`config.mk`:
```
export PLATFORM = sky130hd
export DESIGN_NAME = vga_fb_scheduler
export DESIGN_NICKNAME = d
export VERILOG_FILES = /design/src/rtl/vga_fb_scheduler_pkg.sv /design/src/rtl/vga_fb_scheduler_px_fifo.sv /design/src/rtl/vga_fb_scheduler.sv
export SDC_FILE = /design/constraint.sdc
export NUM_CORES = 1
export LEC_CHECK = 0
export ABC_AREA = 1
export ABC_CLOCK_PERIOD_IN_PS = 3340
export BUFFER_PORTS_ARGS = -buffer_cell sky130_fd_sc_hd__clkbuf_2
export CAP_MARGIN = 20
export CELL_PAD_IN_SITES_DETAIL_PLACEMENT = 1
export CELL_PAD_IN_SITES_GLOBAL_PLACEMENT = 2
export CORE_UTILIZATION = 38
export CTS_BUF_LIST = sky130_fd_sc_hd__clkbuf_8 sky130_fd_sc_hd__clkbuf_16
export DETAILED_ROUTE_END_ITERATION = 7
export HOLD_SLACK_MARGIN = 0.05
export PLACE_DENSITY = 0.82
export SYNTH_ARGS = -nofsm -noshare
export SYNTH_HDL_FRONTEND = slang
export SYNTH_SLANG_ARGS = --single-unit
```
`constraint.sdc`:
```
create_clock -name pxclk -period 3.34 [get_ports pxclk]
set_input_delay 0.334 -clock pxclk [delete_from_list [all_inputs] [get_ports pxclk]]
set_output_delay 0.334 -clock pxclk [all_outputs]
set_load 0.01 [all_outputs]
```
`src/rtl/vga_fb_scheduler_pkg.sv`:
```
// Shared types and constants for the VGA frame-buffer port scheduler.
//   px_fmt_e     stored pixel formats
//   pixel_depth  bits per stored pixel for a given format
//   FrameSize    default frame size in pixels; fb_addr_t is sized from it
//   access_e     per-cycle decision for the single RAM port
package vga_fb_scheduler_pkg;

    typedef enum logic [0:0] {
        FmtRgb332,
        FmtRgb12
    } px_fmt_e;

    localparam int unsigned DefPixelWidth  = 640;
    localparam int unsigned DefPixelHeight = 480;
    localparam int unsigned FrameSize      = DefPixelWidth * DefPixelHeight;
    localparam int unsigned AddrW          = $clog2(FrameSize);

    typedef logic [AddrW-1:0] fb_addr_t;

    typedef enum logic [1:0] {
        AccIdle,
        AccRead,
        AccWrite
    } access_e;

    function automatic int unsigned pixel_depth(input px_fmt_e fmt);
        unique case (fmt)
            FmtRgb332: return 8;
            FmtRgb12:  return 12;
            default:   return 8;
        endcase
    endfunction

endpackage

```
`src/rtl/vga_fb_scheduler_px_fifo.sv`:
```
// Scanout prefetch FIFO: synchronous, show-ahead head, occupancy count, flush.
//   pxclk, rst_n  clock / synchronous active-low reset
//   flush         empties the FIFO; push and pop are ignored that cycle
//   push, wdata   write to tail (dropped only if full with no pop)
//   pop           advance head (ignored when empty)
//   head          current head entry, 0 when empty
//   count         number of stored entries, 0..DEPTH
//   empty         count == 0
module vga_fb_scheduler_px_fifo #(
    parameter int unsigned WIDTH = 8,
    parameter int unsigned DEPTH = 16
) (
    input  logic                   pxclk,
    input  logic                   rst_n,
    input  logic                   flush,
    input  logic                   push,
    input  logic [WIDTH-1:0]       wdata,
    input  logic                   pop,
    output logic [WIDTH-1:0]       head,
    output logic [$clog2(DEPTH):0] count,
    output logic                   empty
);
    localparam int unsigned PTR_W = $clog2(DEPTH);
    localparam logic [PTR_W:0] FULL_CNT = DEPTH[PTR_W:0];

    logic [WIDTH-1:0] mem_q [DEPTH];
    logic [PTR_W-1:0] wr_ptr_q, rd_ptr_q;
    logic [PTR_W:0]   count_q, count_d;
    logic             push_ok, pop_ok, full;

    assign empty   = (count_q == '0);
    assign full    = (count_q == FULL_CNT);
    assign pop_ok  = pop && !empty;
    assign push_ok = push && (!full || pop_ok);

    always_comb begin
        count_d = count_q;
        if (push_ok && !pop_ok) begin
            count_d = count_q + 1'b1;
        end else if (pop_ok && !push_ok) begin
            count_d = count_q - 1'b1;
        end
    end

    always_ff @(posedge pxclk) begin
        if (push_ok && !flush) begin
            mem_q[wr_ptr_q] <= wdata;
        end
    end

    always_ff @(posedge pxclk) begin
        if (!rst_n || flush) begin
            wr_ptr_q <= '0;
            rd_ptr_q <= '0;
            count_q  <= '0;
        end else begin
            if (push_ok) wr_ptr_q <= wr_ptr_q + 1'b1;
            if (pop_ok)  rd_ptr_q <= rd_ptr_q + 1'b1;
            count_q <= count_d;
        end
    end

    assign head  = empty ? '0 : mem_q[rd_ptr_q];
    assign count = count_q;

endmodule

```
`src/rtl/vga_fb_scheduler.sv`:
```
// Owns the single frame-buffer RAM port. Scanout prefetch keeps a pixel FIFO ahead of the
// display; pixel writers get the leftover slots round-robin, but scanout preempts them whenever
// the effective level drops below LOW_WATER.
//   pxclk, rst_n        clock / synchronous active-low reset
//   frame_start         flush FIFO, restart fetch at address 0
//   px_pop              consumer takes px_data
//   px_data, px_avail   FIFO head (0 when empty) / FIFO non-empty
//   underflow           sticky pop-while-empty flag, cleared by underflow_clr
//   wr_req/addr/data    packed per-requester write requests
//   wr_gnt              one-hot grant; the write is issued in the grant cycle
//   ram_en/we/addr/wdata  RAM command; ram_rdata valid one cycle after a read
module vga_fb_scheduler
    import vga_fb_scheduler_pkg::*;
#(
    parameter int unsigned PIXEL_WIDTH  = DefPixelWidth,
    parameter int unsigned PIXEL_HEIGHT = DefPixelHeight,
    parameter int unsigned PIXEL_DEPTH  = pixel_depth(FmtRgb332),
    parameter int unsigned N_REQ        = 2,
    parameter int unsigned FIFO_DEPTH   = 16,
    parameter int unsigned LOW_WATER    = 4,
    localparam int unsigned ADDR_W      = $clog2(PIXEL_WIDTH * PIXEL_HEIGHT)
) (
    input  logic                         pxclk,
    input  logic                         rst_n,
    input  logic                         frame_start,
    input  logic                         px_pop,
    output logic [PIXEL_DEPTH-1:0]       px_data,
    output logic                         px_avail,
    output logic                         underflow,
    input  logic                         underflow_clr,
    input  logic [N_REQ-1:0]             wr_req,
    input  logic [N_REQ*ADDR_W-1:0]      wr_addr,
    input  logic [N_REQ*PIXEL_DEPTH-1:0] wr_data,
    output logic [N_REQ-1:0]             wr_gnt,
    output logic                         ram_en,
    output logic                         ram_we,
    output logic [ADDR_W-1:0]            ram_addr,
    output logic [PIXEL_DEPTH-1:0]       ram_wdata,
    input  logic [PIXEL_DEPTH-1:0]       ram_rdata
);
    localparam int unsigned FRAME = PIXEL_WIDTH * PIXEL_HEIGHT;
    localparam int unsigned CNT_W = $clog2(FIFO_DEPTH) + 1;
    localparam int unsigned LVL_W = CNT_W + 1;
    localparam int unsigned RR_W  = (N_REQ > 1) ? $clog2(N_REQ) : 1;
    localparam logic [ADDR_W-1:0] LAST_ADDR = ADDR_W'(FRAME - 1);

    logic [ADDR_W-1:0]      fetch_addr_q, fetch_addr_d;
    logic                   fetch_done_q, fetch_done_d;
    logic [RR_W-1:0]        rr_q, rr_d;
    logic                   inflight_q, inflight_d;
    logic                   underflow_q, underflow_d;

    logic [CNT_W-1:0]       fifo_count;
    logic [PIXEL_DEPTH-1:0] fifo_head;
    logic                   fifo_empty;
    logic                   fifo_push, fifo_pop;

    logic [LVL_W-1:0]       lvl;
    logic                   fetch_ok, starving;
    logic                   any_req, found;
    int unsigned            rr_idx;
    logic [RR_W-1:0]        gnt_idx;
    access_e                acc;

    // A read issued last cycle is already committed to a FIFO slot.
    assign lvl      = LVL_W'(fifo_count) + LVL_W'(inflight_q);
    assign fetch_ok = rst_n && !frame_start && !fetch_done_q && (lvl < LVL_W'(FIFO_DEPTH));
    assign starving = (lvl < LVL_W'(LOW_WATER));
    assign any_req  = rst_n && (|wr_req);

    // First requester at or after the round-robin pointer.
    always_comb begin
        found   = 1'b0;
        gnt_idx = '0;
        rr_idx  = 0;
        for (int unsigned i = 0; i < N_REQ; i++) begin
            rr_idx = (32'(rr_q) + i) % N_REQ;
            if (!found && wr_req[rr_idx]) begin
                found   = 1'b1;
                gnt_idx = rr_idx[RR_W-1:0];
            end
        end
    end

    always_comb begin
        if (fetch_ok && starving) begin
            acc = AccRead;
        end else if (any_req) begin
            acc = AccWrite;
        end else if (fetch_ok) begin
            acc = AccRead;
        end else begin
            acc = AccIdle;
        end
    end

    // RAM command and grant outputs.
    always_comb begin
        ram_en    = 1'b0;
        ram_we    = 1'b0;
        ram_addr  = '0;
        ram_wdata = '0;
        wr_gnt    = '0;
        unique case (acc)
            AccRead: begin
                ram_en   = 1'b1;
                ram_addr = fetch_addr_q;
            end
            AccWrite: begin
                ram_en          = 1'b1;
                ram_we          = 1'b1;
                ram_addr        = wr_addr[gnt_idx*ADDR_W +: ADDR_W];
                ram_wdata       = wr_data[gnt_idx*PIXEL_DEPTH +: PIXEL_DEPTH];
                wr_gnt[gnt_idx] = 1'b1;
            end
            default: ;
        endcase
    end

    // Next-state logic. frame_start discards the read returning this cycle and any pop.
    always_comb begin
        fetch_addr_d = fetch_addr_q;
        fetch_done_d = fetch_done_q;
        rr_d         = rr_q;
        inflight_d   = (acc == AccRead);

        if (frame_start) begin
            fetch_addr_d = '0;
            fetch_done_d = 1'b0;
        end else if (acc == AccRead) begin
            if (fetch_addr_q == LAST_ADDR) begin
                fetch_done_d = 1'b1;
            end else begin
                fetch_addr_d = fetch_addr_q + 1'b1;
            end
        end

        if (acc == AccWrite) begin
            rr_d = (32'(gnt_idx) == N_REQ - 1) ? '0 : gnt_idx + 1'b1;
        end

        // A new underflow beats a same-cycle clear.
        if (px_pop && fifo_empty && !frame_start) begin
            underflow_d = 1'b1;
        end else if (underflow_clr) begin
            underflow_d = 1'b0;
        end else begin
            underflow_d = underflow_q;
        end
    end

    assign fifo_push = inflight_q && !frame_start;
    assign fifo_pop  = px_pop && !frame_start;

    always_ff @(posedge pxclk) begin
        if (!rst_n) begin
            fetch_addr_q <= '0;
            fetch_done_q <= 1'b0;
            rr_q         <= '0;
            inflight_q   <= 1'b0;
            underflow_q  <= 1'b0;
        end else begin
            fetch_addr_q <= fetch_addr_d;
            fetch_done_q <= fetch_done_d;
            rr_q         <= rr_d;
            inflight_q   <= inflight_d;
            underflow_q  <= underflow_d;
        end
    end

    vga_fb_scheduler_px_fifo #(
        .WIDTH (PIXEL_DEPTH),
        .DEPTH (FIFO_DEPTH)
    ) u_px_fifo (
        .pxclk (pxclk),
        .rst_n (rst_n),
        .flush (frame_start),
        .push  (fifo_push),
        .wdata (ram_rdata),
        .pop   (fifo_pop),
        .head  (fifo_head),
        .count (fifo_count),
        .empty (fifo_empty)
    );

    assign px_data   = fifo_head;
    assign px_avail  = !fifo_empty;
    assign underflow = underflow_q;

endmodule
```
==> results.cfg <==
[critical_path]
r2r_end = u_px_fifo.count[3]$_SDFFE_PP0P_
cpPeakStageDelay_ps = 550
crit-reg2reg-launch = u_px_fifo.count[1]$_SDFFE_PP0P_
worstSetupStartpointType = register
path_common_cell = nand3_1
crit_path_cell_trace = nand3_1, nand3_1, nor4_1, nor2_1, ha_1, o21ai_0, o21bai_1, a21oi_1, clkbuf_2
reg2regPathDepth = 14
path_max_fanout = 20
crit_path_end_kind = output port
cp_slowest_cell = ha_1
crit_buf_inv = 1
r2r_slack_ps = 880
crit_family = adder cells
worst-setup-path-type = reg2out
worstPathArrival_ps = 2560
worst_ep_required_time_ps = 3010

[power]
p_leak_uw = 0.00371
powerDensity_nw_per_um2 = 470
ir_worst_vdd_uv = 375

[synth]
syn_nets = 957
synth-seq-area-share_pct = 57.9
synth_mux_area_share_pct = 0
synth.avg_cell_area_um2 = 9.19
synth_area_leader_cell = edfxtp_1
synth_cell_types = 31
synth-compound-area-share_pct = 7.79
synthAdderAreaFrac_pct = 2.43
synth_top_family_by_area = simple AND/OR/NAND/NOR gates
ys_seq_elements = 168
yosysWarnings = 0
synth_area_um2 = 8030
yosys-top-cells-area = edfxtp_1 (48%), nand2_1 (12%), dfxtp_1 (10%), nand3_1 (7.4%), a21oi_1 (3.2%)
synth-edff-count = 128
synth_xor_area_share_pct = 1.09
yosys_most_used_dff = edfxtp_1
synthDominantCellAreaShare_pct = 47.9
yosys.area_share.simple_pct = 25.8
async_reset_ff_share_pct = 0
postSynthCellCount = 873

[routing]
first_pass_iters = 4
drt_iter0_markers = 262
routedWlPerCell_um = 16.9
antenna_left = 0
vias = 6358
drc = 0
viasPerCell = 5.01
finalWirelength_um = 21400

[clock_tree]
cts_tree = built
cts_resized = 0
cts_buffer_depth = 2
root_buffer = clkbuf_16
cts_hold_buf = 0
cts_buffers = 17
cts.sinks = 168
htreeDepth = 4
path_clk_slew_ps = 70
insertion_delay_ps = 420
post_cts_buffers = 0

[timing]
post-route-min-period_ps = 2900
fin_setup_tns_ps = 0
hold_viol = 0
worst_slew_pin_slew_ps = 860
timing.slew.headroom_pct = 42.5
timing.hold.ws_ps = 130
max_clock_freq_ghz = 0.345
final_max_slew_viol_count = 0
fin_worst_skew_ps = 9.53
rsz0062_at_grt = false
fin_crit_sh_pct = 86.7
setup_viol_count_final = 0

[job]
maxCapViolCount = 0

[layout]
layout_commonest_cell = nand2_1
area_growth_pct = 18.1
diodes = 0
layout-drive-gt1-share_pct = 19.6
mostFrequentLayoutCells = nand2_1 (258), edfxtp_1 (128), nand3_1 (118)
num-nets-final = 1070

[placement]
place_congestion = 0.773
hpwlAfterDp_um = 14900
port_buffers = 109

[floorplanning]
boundaryPins = 110
die_y_um = 147
core-area_um2 = 20500
dieWidth_um = 147
rows = 52
start_util_pct = 39.2
fp.dieArea_um2 = 21700

[min_path]
hold-path-endpoint = inflight_q$_SDFF_PN0_
min_from = rst_n
holdCritPathClass = in2reg
worstHoldPathCells = 3

[run_status]
status = completed

[grt]
grtUsageTotal_pct = 20.8
grt_overflow = 0
antenna_found_initial = 0
grt_pass1_vias = 6652
grt_pass1_wl_um = 34600
grt_max_degree = 65
-- metal layers --
layer	global-route usage, %	vias to the layer above	part of all wire (%)	wire length (um)
met2	37.5	142	51	10800
li1	-	3180	-	-
met4	7.42	0	1.6	342
met1	24.9	3015	44	9450
met3	3.54	21	3.7	791
met5	0	-	0	0
-- worst reg2reg max path, delay by kind of cell, from the launching register on --
kind                     cells  cell delay (ps)
flip-flops                   1              410
buffers and inverters        5              530
XOR/XNOR                     1              140
AND/OR/NAND/NOR              4              400
AO/OA/AOI/OAI                2              310
adder cells (fa/ha/maj)      2              580
-- metrics by stage --
step / setup WS (ps) / area [um2] / utilization, % / power, uW / cells
6_report: 443 / 9480 / 46.3 / 4460 / 1269
5_1_grt: 54.6 / 9480 / 46.3 / 4610 / 1269
4_1_cts: 380 / 9480 / 46.3 / 4510 / 1269
3_5_place_dp: 789 / 8900 / 43.4 / 2580 / 1237
3_3_place_gp: 792 / 8900 / 43.4 / 2580 / 1237
2_1_floorplan: 1140 / 8030 / - / 2450 / 873
-- logic make-up after synthesis --
group / Yosys count
buf+inv: 97
simple gates: 474
xor+xnor: 10
compound gates: 109
fa+ha+maj: 15
flops: 168
-- report_power, final --
| part | leakage, uW | internal [uW] | switching (uW) |
|---|---|---|---|
| combinational | 0.00195 | 101 | 177 |
| clock | 0.000286 | 1100 | 821 |
| sequential | 0.00147 | 2250 | 5.03 |
-- state kept, by name, indices dropped and copies added (netlist names), named ones only --
register,flops
rr_q,1
underflow,1
u_px_fifo.rd_ptr_q,4
inflight_q,1
u_px_fifo.wr_ptr_q,4
fetch_done_q,1
u_px_fifo.count,5
fetch_addr_q,19
u_px_fifo.mem_q,128
-- cell usage after synthesis (4+ instances only) --
library cell / instances
inv_2: 4
ha_1: 14
inv_1: 52
xor2_1: 7
nor2_1: 54
a22o_1: 8
nand4_1: 7
o21ai_0: 30
nor2_4: 4
edfxtp_1: 128
o21bai_1: 19
nand3_2: 4
nor3_1: 5
nand2_1: 258
buf_2: 14
dfxtp_1: 40
a21oi_1: 51
nor2_2: 11
nand2_2: 8
nand3_1: 118
clkbuf_1: 20
-- area by class of cell --
class	count	area, um2
Sequential cell	168	4650
Tap cell	270	338
Multi-Input combinational cell	608	2980
Timing Repair Buffer	132	718
Clock buffer	17	425
Fill cell	2414	11000
Clock inverter	15	149
Inverter	59	221
-- worst max path at each step --
| stage | startpoint | end | slack [ps] | cells after the start |
|---|---|---|---|---|
| after global placement | rst_n | ram_addr[11] | 790 | 13 |
| final | u_px_fifo.count[1]$_SDFFE_PP0P_ | ram_addr[11] | 440 | 9 |
| after floorplan | rst_n | ram_addr[0] | 1140 | 12 |
| after CTS | u_px_fifo.count[1]$_SDFFE_PP0P_ | ram_addr[11] | 380 | 9 |
| after detailed placement | frame_start | u_px_fifo.count[3]$_SDFFE_PP0P_ | 790 | 14 |
| after global routing | u_px_fifo.count[1]$_SDFFE_PP0P_ | ram_addr[11] | 50 | 9 |
Power figures use the tool's default switching activity.
